### src/rtl/hamming_decoder.sv
// Hamming(7,4) single-error-correcting decoder downstream of Frame_Finder.
// Collects 7-bit codewords while locked, corrects one bit, and streams nibbles out through a 2-deep buffer.
module hamming_decoder #(
    parameter int PAYLOAD_LEN = 28,
    parameter int CNT_WIDTH   = 16
) (
    input  logic                 CLK,
    input  logic                 RESET,
    input  logic                 DATA_IN,
    input  logic                 DATA_IN_VALID,
    input  logic                 LOCK,
    output logic                 FIFO_OUT_DATA,
    output logic                 FIFO_OUT_WE,
    input  logic                 FIFO_OUT_FULL,
    output logic [CNT_WIDTH-1:0] ERR_COUNT,
    output logic [CNT_WIDTH-1:0] WORD_COUNT,
    output logic                 OVERFLOW
);

    generate
        if (PAYLOAD_LEN % 7 != 0) begin : g_bad_payload_len
            $error("hamming_decoder: PAYLOAD_LEN must be a multiple of 7");
        end
    endgenerate

    logic [2:0] bit_cnt;
    logic [5:0] shift;        // shift[k-1] holds ck for k = 1..6
    logic       take;
    logic       complete;
    logic [6:0] cw;
    logic [2:0] syn;
    logic [6:0] fixed;
    logic [3:0] nibble;

    logic [3:0] slot0;
    logic [3:0] slot1;
    logic [1:0] occ;
    logic [1:0] bit_ptr;
    logic       pop;

    assign take     = DATA_IN_VALID & LOCK;
    assign complete = take & (bit_cnt == 3'd6);
    assign cw       = {DATA_IN, shift};

    always_comb begin
        syn[0] = cw[0] ^ cw[2] ^ cw[4] ^ cw[6];
        syn[1] = cw[1] ^ cw[2] ^ cw[5] ^ cw[6];
        syn[2] = cw[3] ^ cw[4] ^ cw[5] ^ cw[6];
        fixed  = cw;
        if (syn != 3'd0) begin
            fixed = cw ^ (7'd1 << (syn - 3'd1));
        end
        nibble = {fixed[2], fixed[4], fixed[5], fixed[6]};
    end

    always_ff @(posedge CLK or negedge RESET) begin
        if (!RESET) begin
            bit_cnt <= '0;
            shift   <= '0;
        end else if (!LOCK) begin
            bit_cnt <= '0;
        end else if (take) begin
            if (complete) begin
                bit_cnt <= '0;
            end else begin
                shift[bit_cnt] <= DATA_IN;
                bit_cnt        <= bit_cnt + 3'd1;
            end
        end
    end

    assign FIFO_OUT_WE   = (occ != 2'd0) & ~FIFO_OUT_FULL;
    assign FIFO_OUT_DATA = (occ != 2'd0) & slot0[2'd3 - bit_ptr];
    assign pop           = FIFO_OUT_WE & (bit_ptr == 2'd3);

    // slot0 is always the head; a pop shifts slot1 forward, and a simultaneous
    // push lands in whichever slot is free after that shift.
    always_ff @(posedge CLK or negedge RESET) begin
        if (!RESET) begin
            slot0    <= '0;
            slot1    <= '0;
            occ      <= '0;
            bit_ptr  <= '0;
            OVERFLOW <= 1'b0;
        end else begin
            if (FIFO_OUT_WE) begin
                bit_ptr <= bit_ptr + 2'd1;
            end
            if (complete && !pop) begin
                case (occ)
                    2'd0: begin
                        slot0 <= nibble;
                        occ   <= 2'd1;
                    end
                    2'd1: begin
                        slot1 <= nibble;
                        occ   <= 2'd2;
                    end
                    default: OVERFLOW <= 1'b1;
                endcase
            end else if (!complete && pop) begin
                slot0 <= slot1;
                occ   <= occ - 2'd1;
            end else if (complete && pop) begin
                if (occ == 2'd1) begin
                    slot0 <= nibble;
                end else begin
                    slot0 <= slot1;
                    slot1 <= nibble;
                end
            end
        end
    end

    always_ff @(posedge CLK or negedge RESET) begin
        if (!RESET) begin
            ERR_COUNT  <= '0;
            WORD_COUNT <= '0;
        end else if (complete) begin
            WORD_COUNT <= WORD_COUNT + 1'b1;
            if (syn != 3'd0 && ERR_COUNT != '1) begin
                ERR_COUNT <= ERR_COUNT + 1'b1;
            end
        end
    end

endmodule

### config.mk
export PLATFORM = sky130hd
export DESIGN_NAME = hamming_decoder
export DESIGN_NICKNAME = d
export VERILOG_FILES = /design/src/rtl/hamming_decoder.sv
export SDC_FILE = /design/constraint.sdc
export NUM_CORES = 1
export LEC_CHECK = 0
export ABC_AREA = 1
export CAP_MARGIN = 30
export CELL_PAD_IN_SITES_DETAIL_PLACEMENT = 0
export CELL_PAD_IN_SITES_GLOBAL_PLACEMENT = 2
export CORE_ASPECT_RATIO = 0.8
export CORE_UTILIZATION = 29
export CTS_CLUSTER_SIZE = 20
export DETAILED_ROUTE_END_ITERATION = 16
export GPL_TIMING_DRIVEN = 0
export PLACE_DENSITY = 0.78
export SLEW_MARGIN = 20
export SYNTH_ARGS = -nofsm -noshare
export SYNTH_HDL_FRONTEND = slang
export SYNTH_SLANG_ARGS = --single-unit
### constraint.sdc
create_clock -name CLK -period 1.9 [get_ports CLK]
set_input_delay 0.285 -clock CLK [delete_from_list [all_inputs] [get_ports CLK]]
set_output_delay 0.285 -clock CLK [all_outputs]
set_load 0.02 [all_outputs]
**Yosys cells after proc, flatten, opt, wreduce, memory -nomap -nowiden**

Cells that the tools add are included.

- Add/sub/neg operators: 7
- Order comparisons: 3
- Equality and inequality tests: 9
- Shift-type cells: 1
- Muxes and demuxes: 21
- Bitwise logic cells: 18
- Reduce and logical (&&, ||, !) cells: 20

Operators with widths:

| operator | count |
|---|---|
| $mux W4 | 9 |
| $add A16 B1 Y16 const B | 2 |
| $ne A16 B16 Y1 const B | 1 |
| $mux W3 | 3 |
| $xor A1 B1 Y1 | 9 |
| $reduce_and A2 Y1 | 4 |
| $mux W7 | 1 |
| $shl A1 B3 Y7 const A | 1 |
| $xor A7 B7 Y7 | 1 |
| $bwmux W6 | 1 |
| $reduce_and A3 Y1 | 2 |
| $reduce_bool A2 Y1 | 3 |
| $reduce_bool A3 Y1 | 2 |
| $and A1 B1 Y1 | 5 |
| $logic_and A1 B1 Y1 | 5 |
| $lt A3 B4 Y1 const B | 1 |
| $mux W2 | 2 |
| $ne A2 B1 Y1 const B | 2 |
| $ne A2 B2 Y1 const B | 2 |
| $pmux W2 S2 | 1 |
| $add A3 B1 Y3 const B | 1 |
| $demux W1 S3 | 1 |
| $eq A3 B3 Y1 const B | 1 |
| $ge A3 B1 Y1 const B | 1 |
| other kinds (14) | 18 |

- Register bits after elaboration: 54
- Input port bits: 6
- Output and inout port bits: 35
- Logic and storage cells: 88

**Longest topological paths before layout**

Gate-level depths: netlist (run 1).

- Depth after elaboration: 11
- Depth in mapped cells: 15
- Depth with buffers taken out: 15

**Worst setup path after synthesis (run 1)**

No wires, ideal clock.

- Path kind: flip-flop to flip-flop
- Start point: reg occ[0]
- End point: reg slot0[2]
- Data arrival time: 2.085 ns
- Required time: 1.779 ns
- Setup slack: -0.307 ns
- Stages on the path, launching flop included: 12
- Path buffers: 0
- Clock period less this slack: 2.207 ns
- Cell sequence: dfrtp_1 inv_1 ha_1 nor2_1 nand2_1 ha_1 inv_1 nor2_1 nor2_1 o21ai_0 inv_1 a21oi_1

- Cells in the longest elaborated chain, start to end: 7

Ends and longest elaborated chain:

| what | RTL line | text |
|---|---|---|
| start, declared | 37 | `logic [1:0] occ;` |
| start signal, assigned | 103 | `occ <= occ - 2'd1;` |
| $reduce_bool A2 Y1 * | 72 | `assign FIFO_OUT_WE = (occ != 2'd0) & ~FIFO_OUT_FULL;` |
| $and A1 B1 Y1 * | 72 |  |
| via FIFO_OUT_WE | 13 | `output logic FIFO_OUT_WE,` |
| $and A1 B1 Y1 * | 74 | `assign pop = FIFO_OUT_WE & (bit_ptr == 2'd3);` |
| $logic_not A1 Y1 | 89 | `if (complete && !pop) begin` |
| $logic_and A1 B1 Y1 | 89 |  |
| $ne A2 B1 Y1 (no line) or $reduce_bool A3 Y1 (tied branches) | - |  |
| $reduce_and A2 Y1 (no line) | - |  |
| end signal, assigned | 92 | `slot0 <= nibble;` |
| end signal, assigned | 102 | `slot0 <= slot1;` |
| end signal, assigned | 106 | `slot0 <= nibble;` |
| end, declared | 35 | `logic [3:0] slot0;` |

The timed path passes the listed nets; every way through them passes the cells marked *. The select of a mux whose other input is x is not followed.
A chain may end at the register's enable or synchronous reset.

**Worst setup path in the final report (run 1)**

- Start point: reg shift[5]
- End point: reg slot0[0]

- Cells in the longest elaborated chain, start to end: 10

Ends and longest elaborated chain:

| what | RTL line | text |
|---|---|---|
| start, declared | 27 | `logic [5:0] shift;` |
| start signal, assigned | 59 | `shift <= '0;` |
| start signal, assigned by index | 66 | `shift[bit_cnt] <= DATA_IN;` |
| $xor A1 B1 Y1, on equally long branches (2 in series) | 47, 48 |  |
| $sub A3 B1 Y3 | 51 | `fixed = cw ^ (7'd1 << (syn - 3'd1));` |
| $shl A1 B3 Y7 | 51 |  |
| $xor A7 B7 Y7 | 51 |  |
| $mux W7 * | 50 | `if (syn != 3'd0) begin` |
| $mux W4 | - |  |
| $mux W4 | 104 | `end else if (complete && pop) begin` |
| $mux W4 | 101 | `end else if (!complete && pop) begin` |
| $mux W4 * | 89 |  |

Every way passes the cells marked *; elsewhere a longest branch is shown, timed or not. The select of a mux whose other input is x is not followed.

==> results of run 1 <==
power by group through the flow:
stage	clock [mW]	combinational [mW]	sequential (mW)
floorplan	0	0.699	1.40
global placement	0	0.952	1.42
detailed placement	0	0.974	1.43
CTS	1.26	1.20	1.40
global route	1.29	1.68	1.44
finish	1.22	1.49	1.41
cells by family (layout without fill, tap and decap cells):
family | Yosys count | after routing
AOI/OAI and AO/OA | 38 | 38
xor gates and xnor gates | 32 | 32
adders and majority gates | 11 | 11
buffers and inverters | 56 | 135
DFF | 54 | 54
and+or+nand+nor | 202 | 202
area by class of cell:
cell class	count	area share [%]
clock buffer	6	3.11
inverter	53	4.67
multi-input combinational	283	40.8
timing repair buffer	71	15.0
buffer	3	0.839
clock inverter	2	1.34
sequential	54	30.3
tap	140	3.92
registers in the layout, summed over array words and instances (netlist names):
register,flops
OVERFLOW,1
bit_ptr,2
slot0,4
ERR_COUNT,16
shift,6
slot1,4
occ,2
bit_cnt,3
WORD_COUNT,16
timing repair:
item | in CTS | in global routing
cloned | 0 | 1
hold buffers | 1 | 0
buffers inserted | 23 | 5
pin swaps | 20 | 31
gates resized for setup | 32 | 67
hold endpoints to repair | 20 | 0
endpoints found under the setup margin | 29 | 29
worst reg2reg max path, cell delays in order (launching register included):
cell and delay, ns:
dfrtp_1 0.43, buf_6 0.15, xnor2_4 0.14, xor2_2 0.20, ha_4 0.23, nor2_4 0.15
nand3_4 0.10, o21ai_2 0.17, nand3_1 0.10, nand2_1 0.08, nand2_1 0.05
worst max-delay path by stage:
stage | slack [ns] | end | depth (start not counted) | start
finish | -0.04 | slot0[0]$_DFFE_PN0P_ | 10 | shift[5]$_DFFE_PN0P_
floorplan | 0.01 | slot0[0]$_DFFE_PN0P_ | 11 | occ[0]$_DFFE_PN0P_
CTS | -0.05 | slot0[2]$_DFFE_PN0P_ | 9 | shift[5]$_DFFE_PN0P_
global placement | -1.30 | slot1[3]$_DFFE_PN0P_ | 1 | RESET
detailed placement | -0.74 | slot0[0]$_DFFE_PN0P_ | 14 | DATA_IN
global route | -0.18 | slot0[0]$_DFFE_PN0P_ | 14 | shift[5]$_DFFE_PN0P_
through the flow:
step | cell area, um2 | setup WS [ns] | instances | util (%) | setup TNS (ns)
after floorplan | 3110 | 0.0127 | 393 | - | 0
after global placement | 3680 | -1.30 | 573 | 35.7 | -83.08
after detailed placement | 3700 | -0.740 | 574 | 35.8 | -13.92
after CTS | 4160 | -0.0483 | 606 | 40.3 | -0.193
after global routing | 4470 | -0.176 | 612 | 43.3 | -0.932
final | 4470 | -0.0360 | 612 | 43.3 | -0.0436
cells in the final DEF, fill, tap and decap left out, drive strengths merged:
cell and instances:
ha 11, dlygate4sd3 1, a211o 1, buf 33, inv 53, xnor2 8, a21oi 7, o21bai 2
xor2 24, nand4 9, nand2 98, or2 2, o22ai 1, a31oi 3, o21ai 24, clkdlybuf4s50 36
dlygate4sd2 2, nand3b 1, nor3 11, bufinv 2, clkbuf 8, nor2 53, nand3 28, dfrtp 54
per-layer routing:
metal	wire, um	up-vias
li1	-	1406
met1	3920	1282
met2	3240	36
met3	220	5
met4	70	0
met5	0	-
==> out/qor.yml, run 1 <==
status: "complete, but fails checks"
violations: "negative setup slack"
drt_pass1_iterations: 6
seqPwrFrac_pct: 34.2
cts.reportedPaths.clkPinSlew_ns: 0.07
powerDensity_mw_per_mm2: 922
finalCritPeriodShare_pct: 102
numCtsBuffers: 5
synth_top_family_by_area: "simple AND/OR/NAND/NOR gates"
grt_max_degree: 35
fp.dieW_um: 117
met1_usage_pct: 20.3
holdWs_ns: 0.415
synthAdderAreaFrac_pct: 4.45
portBuffers: 40
met3_usage_pct: 3.26
worst-path-max-fanout: 4
crit_type: "flip-flop to flip-flop"
synth_xor_area_share_pct: 9.07
crit_arrival_ns: 2.12
clock_power_share_pct: 29.5
muxShareOfSynthArea_pct: 0
core_area_mm2: 0.0103
total_leakage_power_nw: 2.09
ir_drop_mv: 0.333
maxSlewViolCount: 0
drt-total-wl_mm: 7.44
cp_slowest_cell: "dfrtp_1"
ys_top_cells_by_count: "nand2_1, dfrtp_1, inv_1, nor2_1, nand3_1"
rsz0062_at_grt: "true"
yosys.area_share.simple_pct: 28.7
area_growth_pct: 44.6
drive_above_1_share_pct: 25.6
gp_congestion: 0.744
clock-sinks: 54
cts_tree: "yes"
fill_cells: 1058
avgRoutedWirePerCell_um: 12.2
n_antenna_cell: 0
synth_edf_count: 0
relSlewSlack_pct: 73.5
end_kind: "flip-flop"
dp_hpwl_mm: 5.28
fin_nets: 488
path_buf_inv: 1
cpPeakStageDelay_ns: 0.43
pin_count: 41
timing.fmax_mhz: 517
syn_area_mm2: 0.00309
synth.most_common_cell: "nand2_1"
clk_latency_ns: 0.29
switching_share_pct: 33.7
tightest_slew_ns: 0.396
grt_pass1_wl_mm: 12.9
antenna_found_initial: 0
comb_power_share_pct: 36.2
overflow: 0
rows: 33
maxCapViolCount: 0
syn-num-nets: 410
root_buffer: "clkbuf_16"
busiest_layer: "met2"
fin_ws_ns: -0.0360
cp_top_family: "simple AND/OR/NAND/NOR gates"
r2r_slack_ns: -0.04
initial_utilization_pct: 30.0
path_common_cell: "nand2_1"
path_cells: "buf_6, xnor2_4, xor2_2, ha_4, nor2_4, nand3_4, o21ai_2, nand3_1, nand2_1, nand2_1"
r2r-end: "slot0[0]$_DFFE_PN0P_"
ys_seq_area_share_pct: 43.7
critPathLaunchType: "flip-flop"
viasPerCell: 4.46
finalHoldViolCount: 0
multi_input_area_mm2: 0.00182
synth.distinct_cells: 27
use_met2_pct: 22.6
synthCells: 393
synth.area.top_cells: "dfrtp_1, nand2_1, xor2_1"
clock_path_buffers: 2
total_power_mw: 4.12
worstReg2RegStart: "shift[5]$_DFFE_PN0P_"
rr_worst_depth: 10
period_minus_slack_ns: 1.94
via_count: 2729
ys.flop_type: "dfrtp_1"
synth_compound_area_share_pct: 6.60
final-seq-area_mm2: 0.00136
yosysTopAreaCell: "dfrtp_1"
post-route-drc-count: 0
yosys_warnings: 0
drtAntennaViolNets: 0
synth_top_area_share_pct: 43.7
drt_iter0_drc: 83
die_area_mm2: 0.0111
clock_skew_ns: 0.00922
syn_area_per_cell_um2: 7.87
async_flop_share_pct: 100
die-height_um: 94.4
ys_ff_latch: 54
min_path_type: "primary input to asynchronous set/reset pin"
p_int_mw: 2.73
p_switching_mw: 1.39
htree_num_levels: 2
final-setup-viol-count: 2
grt_usage_pct: 14.6
worstPathRequired_ns: 2.08
grt_pass1_vias: 2693
Note: power is estimated with default switching activity, not from simulation.
==> run 2: changes to the inputs <==
- REMOVE_ABC_BUFFERS: unset -> 1
==> run 2 against run 1 <==
The flow still finishes with violations (negative setup slack). Maximum frequency is 2.4% lower. Largest cell class unchanged. Final cell count grew 0.33%. Highest routed layer unchanged. Largest power group unchanged. Die area is the same. Register-to-register slack got worse by 0.05 ns.
==> out/qor.yml, run 2 (synthesis gave the netlist of run 1 again) <==
status: "complete, but fails checks"
violations: "negative setup slack"
pin_count: 41  # unchanged
holdWs_ns: 0.407  # -0.00754 ns
period_minus_slack_ns: 1.98  # +0.0476 ns
grt_pass1_vias: 2552  # -5.2%
overflow: 0  # unchanged
rsz0062_at_grt: "true"
clock_path_buffers: 2  # unchanged
reg_top3: "ERR_COUNT: 16 flops, WORD_COUNT: 16 flops, shift: 6 flops"
die_area_mm2: 0.0111  # unchanged
root_buffer: "clkbuf_16"
final_cell_mix: "nand2_1, dfrtp_1, inv_1"
area_growth_pct: 41.7
worstPathRequired_ns: 2.09  # about the same
clock-sinks: 54  # unchanged
fin_ws_ns: -0.0836  # -0.0476 ns
drive_above_1_share_pct: 22.8  # -2.9 points
tightest_slew_ns: 0.397  # +0.00141 ns
worst-path-max-fanout: 6  # +2
core_area_mm2: 0.0103  # unchanged
grt_max_degree: 33  # -5.7%
drt_iter0_drc: 76  # -8.4%
total_leakage_power_nw: 2.08  # -0.56%
htree_num_levels: 2  # unchanged
final-setup-viol-count: 6  # +4
clk_latency_ns: 0.30  # about the same
maxSlewViolCount: 0  # unchanged
cts.reportedPaths.clkPinSlew_ns: 0.07  # about the same
finalHoldViolCount: 0  # unchanged
timing.fmax_mhz: 504  # -2.4%
via_count: 2704  # -0.92%
die-height_um: 94.4  # unchanged
grt_pass1_wl_mm: 12.4  # -3.9%
antenna_found_initial: 0  # unchanged
clock_skew_ns: 0.00814  # -0.00108 ns
initial_utilization_pct: 30.0  # unchanged
layout_commonest_cell: "nand2_1"
drtAntennaViolNets: 0  # unchanged
r2r_slack_ns: -0.08  # -0.05 ns
portBuffers: 40  # unchanged
ir_drop_mv: 0.386  # +16%
relSlewSlack_pct: 73.4  # -0.094 points
crit_type: "flip-flop to flip-flop"
rr_worst_depth: 13  # +3
final-seq-area_mm2: 0.00136  # about the same
placed_cell_area_mm2: 0.00365  # -1.3%
finalCritPeriodShare_pct: 104  # +2.5 points
n_antenna_cell: 0  # unchanged
end_kind: "flip-flop"
crit_arrival_ns: 2.17  # +0.05 ns
fill_cells: 1059  # +0.095%
numCtsBuffers: 5  # unchanged
maxCapViolCount: 0  # unchanged
dp_hpwl_mm: 5.10  # -3.4%
total_power_mw: 4.08  # -1.1%
stdcell_area_mm2: 0.00438  # -2.0%
rows: 33  # unchanged
drt_pass1_iterations: 4  # -2
fp.dieW_um: 117  # unchanged
grt_usage_pct: 14.1  # -0.53 points
powerDensity_mw_per_mm2: 930  # +0.96%
min_path_type: "primary input to asynchronous set/reset pin"
critPathLaunchType: "flip-flop"
post-route-drc-count: 0  # unchanged
multi_input_area_mm2: 0.00174  # -4.6%
gp_congestion: 0.763  # +2.5%
fin_nets: 490  # +0.41%
viasPerCell: 4.40  # -1.2%
drt-total-wl_mm: 7.31  # -1.7%
worstReg2RegStart: "shift[2]$_DFFE_PN0P_"
r2r-end: "slot0[0]$_DFFE_PN0P_"
cts_tree: "yes"
avgRoutedWirePerCell_um: 11.9  # -2.1%
-- run 2: cell types whose count changed in the layout (fill, tap and decap cells not counted), moves of 2 or more --
| cell | previous run | this run |
|---|---|---|
| buf_4 | 25 | 32 |
| nor2_1 | 35 | 42 |
| buf_6 | 6 | 2 |
| nor2_2 | 7 | 3 |
| nand2_1 | 79 | 82 |
| nor2_4 | 11 | 8 |
| inv_4 | 4 | 2 |
| inv_6 | 0 | 2 |
| nand2_4 | 5 | 3 |
-- run 2: routing by layer --
layer  vias up  global-route usage [%]  part of all wire, %
met5         -                       0                    0
met3        10                    2.60                  2.8
met2        43                    21.8                   44
met4         0                    5.30                  1.5
met1      1245                    19.7                   52
li1       1406                       -                    -
-- run 2: worst max path at each step --
stage	cells after the start	startpoint	endpoint	slack (ns)
floorplan	11	occ[0]$_DFFE_PN0P_	slot0[2]$_DFFE_PN0P_	-0.31
global placement	1	RESET	bit_ptr[1]$_DFFE_PN0P_	-1.30
detailed placement	12	DATA_IN	ERR_COUNT[12]$_DFFE_PN0P_	-0.90
CTS	13	shift[2]$_DFFE_PN0P_	slot0[0]$_DFFE_PN0P_	-0.08
global route	13	shift[2]$_DFFE_PN0P_	slot0[0]$_DFFE_PN0P_	-0.23
finish	13	shift[2]$_DFFE_PN0P_	slot0[0]$_DFFE_PN0P_	-0.08
-- run 2: what timing repair did --
| action | in CTS | in global routing |
|---|---|---|
| resized for setup | 45 | 36 |
| pin swaps | 20 | 22 |
| endpoints found under the setup margin | 31 | 26 |
| endpoints found under the hold margin | 22 | 0 |
| hold buffers | 1 | 0 |
| buffers inserted | 23 | 11 |
-- run 2: stage by stage --
stage                     utilization [%]  instances  setup TNS (ns)  setup slack [ns]
after global placement               35.2        570          -87.78             -1.30
after CTS                            40.5        603          -0.215           -0.0841
after global routing                 42.4        614           -1.43            -0.230
after detailed placement             35.4        571          -18.70            -0.896
final                                42.4        614          -0.293           -0.0836
after floorplan                         -        390           -2.16            -0.307
-- run 2: worst max-delay path, stage by stage, from the launching register on --
cell and delay [ns]:
dfrtp_2 0.47, buf_6 0.15, nand2_2 0.06, nand2_2 0.05, nand2_2 0.06, nand2_2 0.06, nor2_1 0.09, ha_1 0.27
nor2_4 0.18, nand3_4 0.11, o21ai_4 0.17, nand3_2 0.09, nand2_1 0.08, nand2_1 0.05
-- run 2: final cells by class --
| class | instances | share of cell area (%) |
|---|---|---|
| multi-input combinational | 283 | 39.7 |
| sequential | 54 | 31.0 |
| timing repair buffer | 76 | 16.0 |
| inverter | 53 | 4.88 |
| tap | 140 | 4.00 |
| clock buffer | 5 | 2.86 |
| clock inverter | 3 | 1.57 |
-- run 2: power breakdown --
group          total [mW]  switching, mW  internal (mW)  leakage, nW
combinational        1.48          0.825          0.652         1.32
sequential           1.41          0.122           1.28        0.662
clock                1.19          0.434          0.758       0.0940
total                4.08           1.38           2.70         2.08
